File: config.mk
export PLATFORM = sky130hd
export DESIGN_NAME = fsim_cmd_serdes
export DESIGN_NICKNAME = d
export VERILOG_FILES = /design/src/rtl/fsim_cmd_serdes.sv
export SDC_FILE = /design/constraint.sdc
export NUM_CORES = 1
export LEC_CHECK = 0
export ABC_AREA = 1
export CAP_MARGIN = 40
export CORE_MARGIN = 10
export CORE_UTILIZATION = 28
export DETAILED_ROUTE_END_ITERATION = 12
export REMOVE_ABC_BUFFERS = 1
export SYNTH_ARGS = -nofsm -noshare
export SYNTH_HDL_FRONTEND = slang
export SYNTH_SLANG_ARGS = --single-unit
File: constraint.sdc
create_clock -name clock -period 3.5 [get_ports clock]
set_clock_uncertainty 0.05 [all_clocks]
set_input_delay 0.7 -clock clock [delete_from_list [all_inputs] [get_ports clock]]
set_output_delay 0.7 -clock clock [all_outputs]
set_load 0.01 [all_outputs]
File: src/rtl/fsim_cmd_serdes.sv
// fsim_cmd_serdes
//   Host-side front end for the FSim manager bridge. One wide read/write
//   command is taken in, sent out as a header word plus 32-bit payload words
//   on fsim_req, and the 32-bit response words from fsim_resp are gathered
//   into one wide response. Only one command is in flight at a time.
//
//   Handshakes: every channel uses valid/ready. A word or command moves on a
//   rising clock edge where both valid and ready are high. A producer keeps
//   valid and its payload stable until that edge. Ready may stay low for any
//   number of cycles.
//
//   Optional build macro: FSIM_TIMEOUT_EN. When it is defined, a wait for a
//   response gives up after TIMEOUT_CYCLES idle cycles and reports an error.
//   Response words that arrive late are drained while IDLE.
//
// Ports
//   clock, reset                  clock and synchronous active-high reset
//   cmd_valid/ready/opcode/addr/data
//                                 upstream command. Opcode 8'h01 is WRITE,
//                                 8'h02 is READ, any other value is illegal
//   fsim_req_valid/ready/bits     serialized request words (registered)
//   fsim_resp_valid/ready/bits    response words from the manager
//   rsp_valid/ready/data/err      upstream response
//   dbg_state_o                   current FSM state, for observation
module fsim_cmd_serdes #(
  parameter int ADDR_BITS      = 64,
  parameter int DATA_BITS      = 64,
  parameter int TIMEOUT_CYCLES = 1024
) (
  input  logic                 clock,
  input  logic                 reset,
  input  logic                 cmd_valid,
  output logic                 cmd_ready,
  input  logic [7:0]           cmd_opcode,
  input  logic [ADDR_BITS-1:0] cmd_addr,
  input  logic [DATA_BITS-1:0] cmd_data,
  output logic                 fsim_req_valid,
  input  logic                 fsim_req_ready,
  output logic [31:0]          fsim_req_bits,
  input  logic                 fsim_resp_valid,
  output logic                 fsim_resp_ready,
  input  logic [31:0]          fsim_resp_bits,
  output logic                 rsp_valid,
  input  logic                 rsp_ready,
  output logic [DATA_BITS-1:0] rsp_data,
  output logic                 rsp_err,
  output logic [2:0]           dbg_state_o
);

  localparam int AW = ADDR_BITS / 32;
  localparam int DW = DATA_BITS / 32;
  localparam int PW = AW + DW;
  localparam int CW = $clog2(PW + 2);

  localparam logic [7:0]  OP_WRITE = 8'h01;
  localparam logic [7:0]  OP_READ  = 8'h02;
  localparam logic [15:0] N_WR     = 16'(PW);
  localparam logic [15:0] N_RD     = 16'(AW);

  localparam logic [2:0] S_IDLE = 3'd0;
  localparam logic [2:0] S_HDR  = 3'd1;
  localparam logic [2:0] S_ADDR = 3'd2;
  localparam logic [2:0] S_DATA = 3'd3;
  localparam logic [2:0] S_WAIT = 3'd4;
  localparam logic [2:0] S_RSP  = 3'd5;

  if (ADDR_BITS < 32 || ADDR_BITS % 32 != 0 || DATA_BITS < 32 ||
      DATA_BITS % 32 != 0 || TIMEOUT_CYCLES < 1) begin : g_bad_cfg
    $error("fsim_cmd_serdes: illegal parameter set");
  end

  logic [2:0]           state_q, state_d;
  logic [7:0]           opcode_q, opcode_d;
  logic [ADDR_BITS-1:0] addr_q, addr_d;
  logic [DATA_BITS-1:0] data_q, data_d;
  logic                 req_valid_q, req_valid_d;
  logic [31:0]          req_bits_q, req_bits_d;
  logic [CW-1:0]        cnt_q, cnt_d;
  logic [DATA_BITS-1:0] rsp_data_q, rsp_data_d;
  logic                 rsp_err_q, rsp_err_d;

  logic [31:0]   pay_w [PW];
  logic [31:0]   nxt_word;
  logic [CW-1:0] nxt_idx;
  logic [CW-1:0] last_idx;
  logic          is_write;
  logic          req_fire;
  logic          resp_fire;
  logic          resp_rdy;

`ifdef FSIM_TIMEOUT_EN
  localparam int TW = $clog2(TIMEOUT_CYCLES + 1);
  logic [TW-1:0] tmo_q, tmo_d;
  // Stray words after a timeout are drained in IDLE.
  assign resp_rdy = (state_q == S_WAIT) || (state_q == S_IDLE);
`else
  assign resp_rdy = (state_q == S_WAIT);
`endif

  // The payload is viewed as one array of words: the address words first,
  // then the data words, each least-significant word first.
  always_comb begin
    for (int i = 0; i < AW; i++) pay_w[i] = addr_q[i*32 +: 32];
    for (int j = 0; j < DW; j++) pay_w[AW+j] = data_q[j*32 +: 32];
  end

  assign is_write  = (opcode_q == OP_WRITE);
  assign nxt_idx   = cnt_q + CW'(1);
  assign last_idx  = is_write ? CW'(PW - 1) : CW'(AW - 1);
  assign req_fire  = req_valid_q && fsim_req_ready;
  assign resp_fire = fsim_resp_valid && resp_rdy;

  always_comb begin
    nxt_word = '0;
    for (int i = 0; i < PW; i++) begin
      if (nxt_idx == CW'(i)) nxt_word = pay_w[i];
    end
  end

  always_comb begin
    state_d     = state_q;
    opcode_d    = opcode_q;
    addr_d      = addr_q;
    data_d      = data_q;
    req_valid_d = req_valid_q;
    req_bits_d  = req_bits_q;
    cnt_d       = cnt_q;
    rsp_data_d  = rsp_data_q;
    rsp_err_d   = rsp_err_q;
`ifdef FSIM_TIMEOUT_EN
    tmo_d       = tmo_q;
`endif
    case (state_q)
      S_IDLE: begin
        if (cmd_valid) begin
          opcode_d   = cmd_opcode;
          addr_d     = cmd_addr;
          data_d     = cmd_data;
          cnt_d      = '0;
          rsp_data_d = '0;
          rsp_err_d  = 1'b0;
          if (cmd_opcode == OP_WRITE || cmd_opcode == OP_READ) begin
            // The header goes out in the same edge as acceptance, so it is
            // valid one cycle after the command handshake.
            state_d     = S_HDR;
            req_valid_d = 1'b1;
            req_bits_d  = {cmd_opcode, 8'h00,
                           (cmd_opcode == OP_WRITE) ? N_WR : N_RD};
          end else begin
            state_d   = S_RSP;
            rsp_err_d = 1'b1;
          end
        end
      end
      S_HDR: begin
        if (req_fire) begin
          req_bits_d = pay_w[0];
          cnt_d      = '0;
          state_d    = S_ADDR;
        end
      end
      S_ADDR, S_DATA: begin
        // cnt_q is the index of the payload word now on the bus.
        if (req_fire) begin
          if (cnt_q == last_idx) begin
            req_valid_d = 1'b0;
            req_bits_d  = '0;
            cnt_d       = '0;
            state_d     = S_WAIT;
`ifdef FSIM_TIMEOUT_EN
            tmo_d       = '0;
`endif
          end else begin
            cnt_d      = nxt_idx;
            req_bits_d = nxt_word;
            state_d    = (nxt_idx < CW'(AW)) ? S_ADDR : S_DATA;
          end
        end
      end
      S_WAIT: begin
        if (resp_fire) begin
`ifdef FSIM_TIMEOUT_EN
          tmo_d = '0;
`endif
          if (is_write) begin
            rsp_err_d  = (fsim_resp_bits != 32'h0);
            rsp_data_d = '0;
            state_d    = S_RSP;
          end else begin
            for (int i = 0; i < DW; i++) begin
              if (cnt_q == CW'(i)) rsp_data_d[i*32 +: 32] = fsim_resp_bits;
            end
            cnt_d = nxt_idx;
            if (cnt_q == CW'(DW - 1)) state_d = S_RSP;
          end
        end
`ifdef FSIM_TIMEOUT_EN
        else if (tmo_q == TW'(TIMEOUT_CYCLES - 1)) begin
          rsp_err_d  = 1'b1;
          rsp_data_d = '0;
          state_d    = S_RSP;
        end else begin
          tmo_d = tmo_q + TW'(1);
        end
`endif
      end
      S_RSP: begin
        if (rsp_ready) state_d = S_IDLE;
      end
      default: state_d = S_IDLE;
    endcase
  end

  always_ff @(posedge clock) begin
    if (reset) begin
      state_q     <= S_IDLE;
      opcode_q    <= '0;
      addr_q      <= '0;
      data_q      <= '0;
      req_valid_q <= 1'b0;
      req_bits_q  <= '0;
      cnt_q       <= '0;
      rsp_data_q  <= '0;
      rsp_err_q   <= 1'b0;
`ifdef FSIM_TIMEOUT_EN
      tmo_q       <= '0;
`endif
    end else begin
      state_q     <= state_d;
      opcode_q    <= opcode_d;
      addr_q      <= addr_d;
      data_q      <= data_d;
      req_valid_q <= req_valid_d;
      req_bits_q  <= req_bits_d;
      cnt_q       <= cnt_d;
      rsp_data_q  <= rsp_data_d;
      rsp_err_q   <= rsp_err_d;
`ifdef FSIM_TIMEOUT_EN
      tmo_q       <= tmo_d;
`endif
    end
  end

  // Outputs are forced low for as long as reset is held, not only after
  // the first reset edge.
  assign cmd_ready       = !reset && (state_q == S_IDLE);
  assign fsim_req_valid  = !reset && req_valid_q;
  assign fsim_req_bits   = reset ? '0 : req_bits_q;
  assign fsim_resp_ready = !reset && resp_rdy;
  assign rsp_valid       = !reset && (state_q == S_RSP);
  assign rsp_data        = reset ? '0 : rsp_data_q;
  assign rsp_err         = !reset && rsp_err_q;
  assign dbg_state_o     = reset ? 3'd0 : state_q;

endmodule

==> run summary <==
The flow ran to the end, and the final reports show no timing, DRC or antenna violations. The routed wirelength normalized by instance count came out at 17.6 um. The routed layout has 12100 vias.

The detail route stage leaves a number of antenna-violating nets equal to 0. Derived from the worst setup path, the maximum achievable clock frequency is 313 MHz. The finished layout holds 2547 standard cells, fillers aside.

After global routing the overflow that remains totals 0. The run gives 0 as the max-slew violation total from the final report. Deepest clock path buffer count: 3. Setup repair after global routing left no endpoint under its margin. The count of buffers added on input and output ports is 277.

The run gives 0.0497 sq mm as the area of the die. Clock-pin slew was measured on the worst setup and hold paths at 0.06 ns. The x dimension of the die is 223 um, and the cell count after synthesis is 1768.

The run gives 17.3% as the global router's overall resource usage. The tightest min-delay check is of the register to register type. The logs give 29 for the number of buffers inserted during clock tree synthesis and 0.397 ns for the worst hold slack. Measured on the finished design, the core utilization comes to 38.9%. Pin placement for this block handled 278 I/O pins. The library cell used most frequently in the layout, excluding fill and tap cells, is sky130_fd_sc_hd__nand2_1.

The die span in y was 223 um; the post-CTS setup-driven buffer insertion count was 0. The final worst setup slack is 0.306 ns. After filler insertion, the fill cell instance count of the layout stands at 4313.

The logs give 6.29 nW for the total leakage power and 28.3% for the initial core utilization. Summing all placed instances gives a cell area of 0.0148 sq mm. The tools report the startpoint type of the worst setup path as a register. For the initial antenna violation count, the log shows 17. The first detailed-routing pass took 5 iterations. After floorplanning, the core was sized to cover 0.0407 sq mm. The shortest period the worst path allows is 3.19 ns, and the first-pass GRT wire length is 69200 um. After detailed routing, the number of vias per cell comes to 4.75. Once layout is done, the placed cells without fillers occupy 0.0158 sq mm.

After synthesis, the mean cell area works out to 6.52 sq um. STA classifies the critical path endpoint as an output pin. STA puts the critical path data arrival time at 2.44 ns. The run gives 0.0115 sq mm as the netlist area before placement. The highest fanout seen on the critical path is 10. Leaving out fill and tap cells, the most frequent cells in the layout are sky130_fd_sc_hd__nand2_1 (360), sky130_fd_sc_hd__clkdlybuf4s50_1 (275), sky130_fd_sc_hd__inv_1 (250). Of the available clock period, the critical path in the final layout requires 91.2%.

Timing analysis after detailed placement gives a worst setup slack of 0.538 ns. The number of buffers added to fix hold violations after cts is 0. The netlist uses 30 different library cells. The number of endpoints with negative hold slack in the final report was 0; the number of clock sinks was 240. The clock latency of the later-clocked register in the worst-skew pair was 0.57 ns; the area growth from synthesis to layout was 37.5%.

In this run the power density over the cells is 730 mW/mm^2. The number of gates resized after CTS was 0. The run gives 12000 as the number of global-route vias before repair.

The tools report the H-tree level count as 1. The tools report the maximum number of pins on one net before global-route repair as 95. Summing the sequential cell areas from Yosys gives 41.7% of the chip area. TritonCTS built the clock tree.

For the pin with the worst max-slew slack, the measured transition is 0.852 ns. The setup path with the least slack is of type register to output pin. At the worst endpoint, the required time is 2.75 ns. The Yosys step of the flow raised 0 warnings.

The logs give 30100 um for the half-perimeter wire length after detailed placement and 44800 um for the post-detailed-routing wire length. The number of remaining DRC errors was 0. In the final layout, the share of cells above drive strength 1 is 5.57%. The number of synthesized register bits is 240. The placer's final routability congestion estimate is 0.824. Count of routing violations after the opening detailed-route iteration: 822. The tools report the total of endpoints with negative setup slack in the final report as 0.

For the maximum vdd drop, the log shows 0.000356 V. The tools report the max-cap check violation count as 0. The tools report the site row count as 74. Counting tap cells, the placed design contains a total of 2489 instances. For this run, the post-layout net count is 2167. The cell at the root of the clock tree was sky130_fd_sc_hd__clkbuf_16. The worst pin sits at a relative slew slack of 43.0%.
[where the power goes]
part           leakage [nW]  internal, mW  switching, mW
Clock                 0.515          2.02           1.24
Sequential             1.96          3.29          0.223
Combinational          3.82          1.49           3.31
[metrics by stage]
stage	TNS (ns)	total power, mW
after global placement	0	8.25
after floorplan	-113.93	6.25
after detailed placement	0	8.37
final	0	11.6
after CTS	0	11.7
after global routing	0	12.4
[metal layers]
metal,up-vias,part of all wire [%],global-route usage [%]
met5,-,0.39,0
met4,26,1.7,3.53
met3,81,9.7,6.45
met2,428,44,27.6
met1,5475,44,21.8
li1,6077,-,-
[registers in the layout, indices dropped and copies added, names as in the netlist]
signal and count:
opcode_q 8, req_bits_q 32, rsp_data_q 64, rsp_err_q 1, state_q 3, data_q 64, addr_q 64, req_valid_q 1
cnt_q 3
[cell type report]
cell class,count,area (sq um),area share (%)
clock inverters,11,161,1.02
diodes,4,10.0,0.0632
well taps,532,666,4.20
clock buffers,43,878,5.55
inverters,256,961,6.07
flip-flops and latches,240,4800,30.3
multi-input cells,1147,5250,33.1
repair buffers,314,3110,19.6
[kinds of logic after synthesis]
family	after synthesis	share of synthesized area, %
adder cells (fa/ha/maj)	5	0.543
buffers and inverters	381	13.1
flip-flops	240	41.7
XOR/XNOR	1	0.0761
AND/OR/NAND/NOR	795	29.4
AO/OA/AOI/OAI	346	15.2
[cells in the mapped netlist]
cell type	count	area (sq um)
sky130_fd_sc_hd__nand2_1	362	1360
sky130_fd_sc_hd__inv_1	251	942
sky130_fd_sc_hd__nand3_1	246	1230
sky130_fd_sc_hd__dfxtp_1	240	4800
sky130_fd_sc_hd__a21oi_1	183	916
sky130_fd_sc_hd__nor2_1	158	593
sky130_fd_sc_hd__o21ai_0	96	480
sky130_fd_sc_hd__clkbuf_1	70	263
sky130_fd_sc_hd__o21ai_1	65	325
sky130_fd_sc_hd__buf_2	48	240
sky130_fd_sc_hd__nand4_1	7	43.8
sky130_fd_sc_hd__ha_1	5	62.6
sky130_fd_sc_hd__buf_1	4	15.0
sky130_fd_sc_hd__inv_2	4	15.0
sky130_fd_sc_hd__nand2_2	4	25.0
sky130_fd_sc_hd__nor3_1	4	20.0
sky130_fd_sc_hd__nor4_1	4	25.0
sky130_fd_sc_hd__buf_6	2	22.5
sky130_fd_sc_hd__nand3b_1	2	15.0
sky130_fd_sc_hd__nor2_2	2	12.5
sky130_fd_sc_hd__nor2_4	2	22.5
sky130_fd_sc_hd__buf_4	1	7.51
sky130_fd_sc_hd__clkinv_1	1	3.75
sky130_fd_sc_hd__nand4_2	1	12.5
sky130_fd_sc_hd__nor3_4	1	16.3
sky130_fd_sc_hd__o211ai_1	1	7.51
sky130_fd_sc_hd__o21ai_4	1	16.3
sky130_fd_sc_hd__or2_1	1	6.26
sky130_fd_sc_hd__or2_2	1	6.26
sky130_fd_sc_hd__xor2_1	1	8.76
[worst max-delay path, cell delays in order (launching register included)]
cell and delay (ns):
sky130_fd_sc_hd__dfxtp_1 0.64, sky130_fd_sc_hd__inv_2 0.21, sky130_fd_sc_hd__nor2_4 0.24, sky130_fd_sc_hd__inv_2 0.12, sky130_fd_sc_hd__nor2_1 0.11, sky130_fd_sc_hd__clkdlybuf4s50_1 0.55
[final timing paths]
path	from	to	slack [ns]	depth (start not counted)
worst max register to register	state_q[2]	rsp_data_q[60]	0.80	8
worst max-delay path	state_q[2]	fsim_resp_ready	0.31	5
worst min-delay path	data_q[41]	data_q[41]	0.40	2
worst min register to register	data_q[41]	data_q[41]	0.40	2
Power figures use the tool's default switching activity.
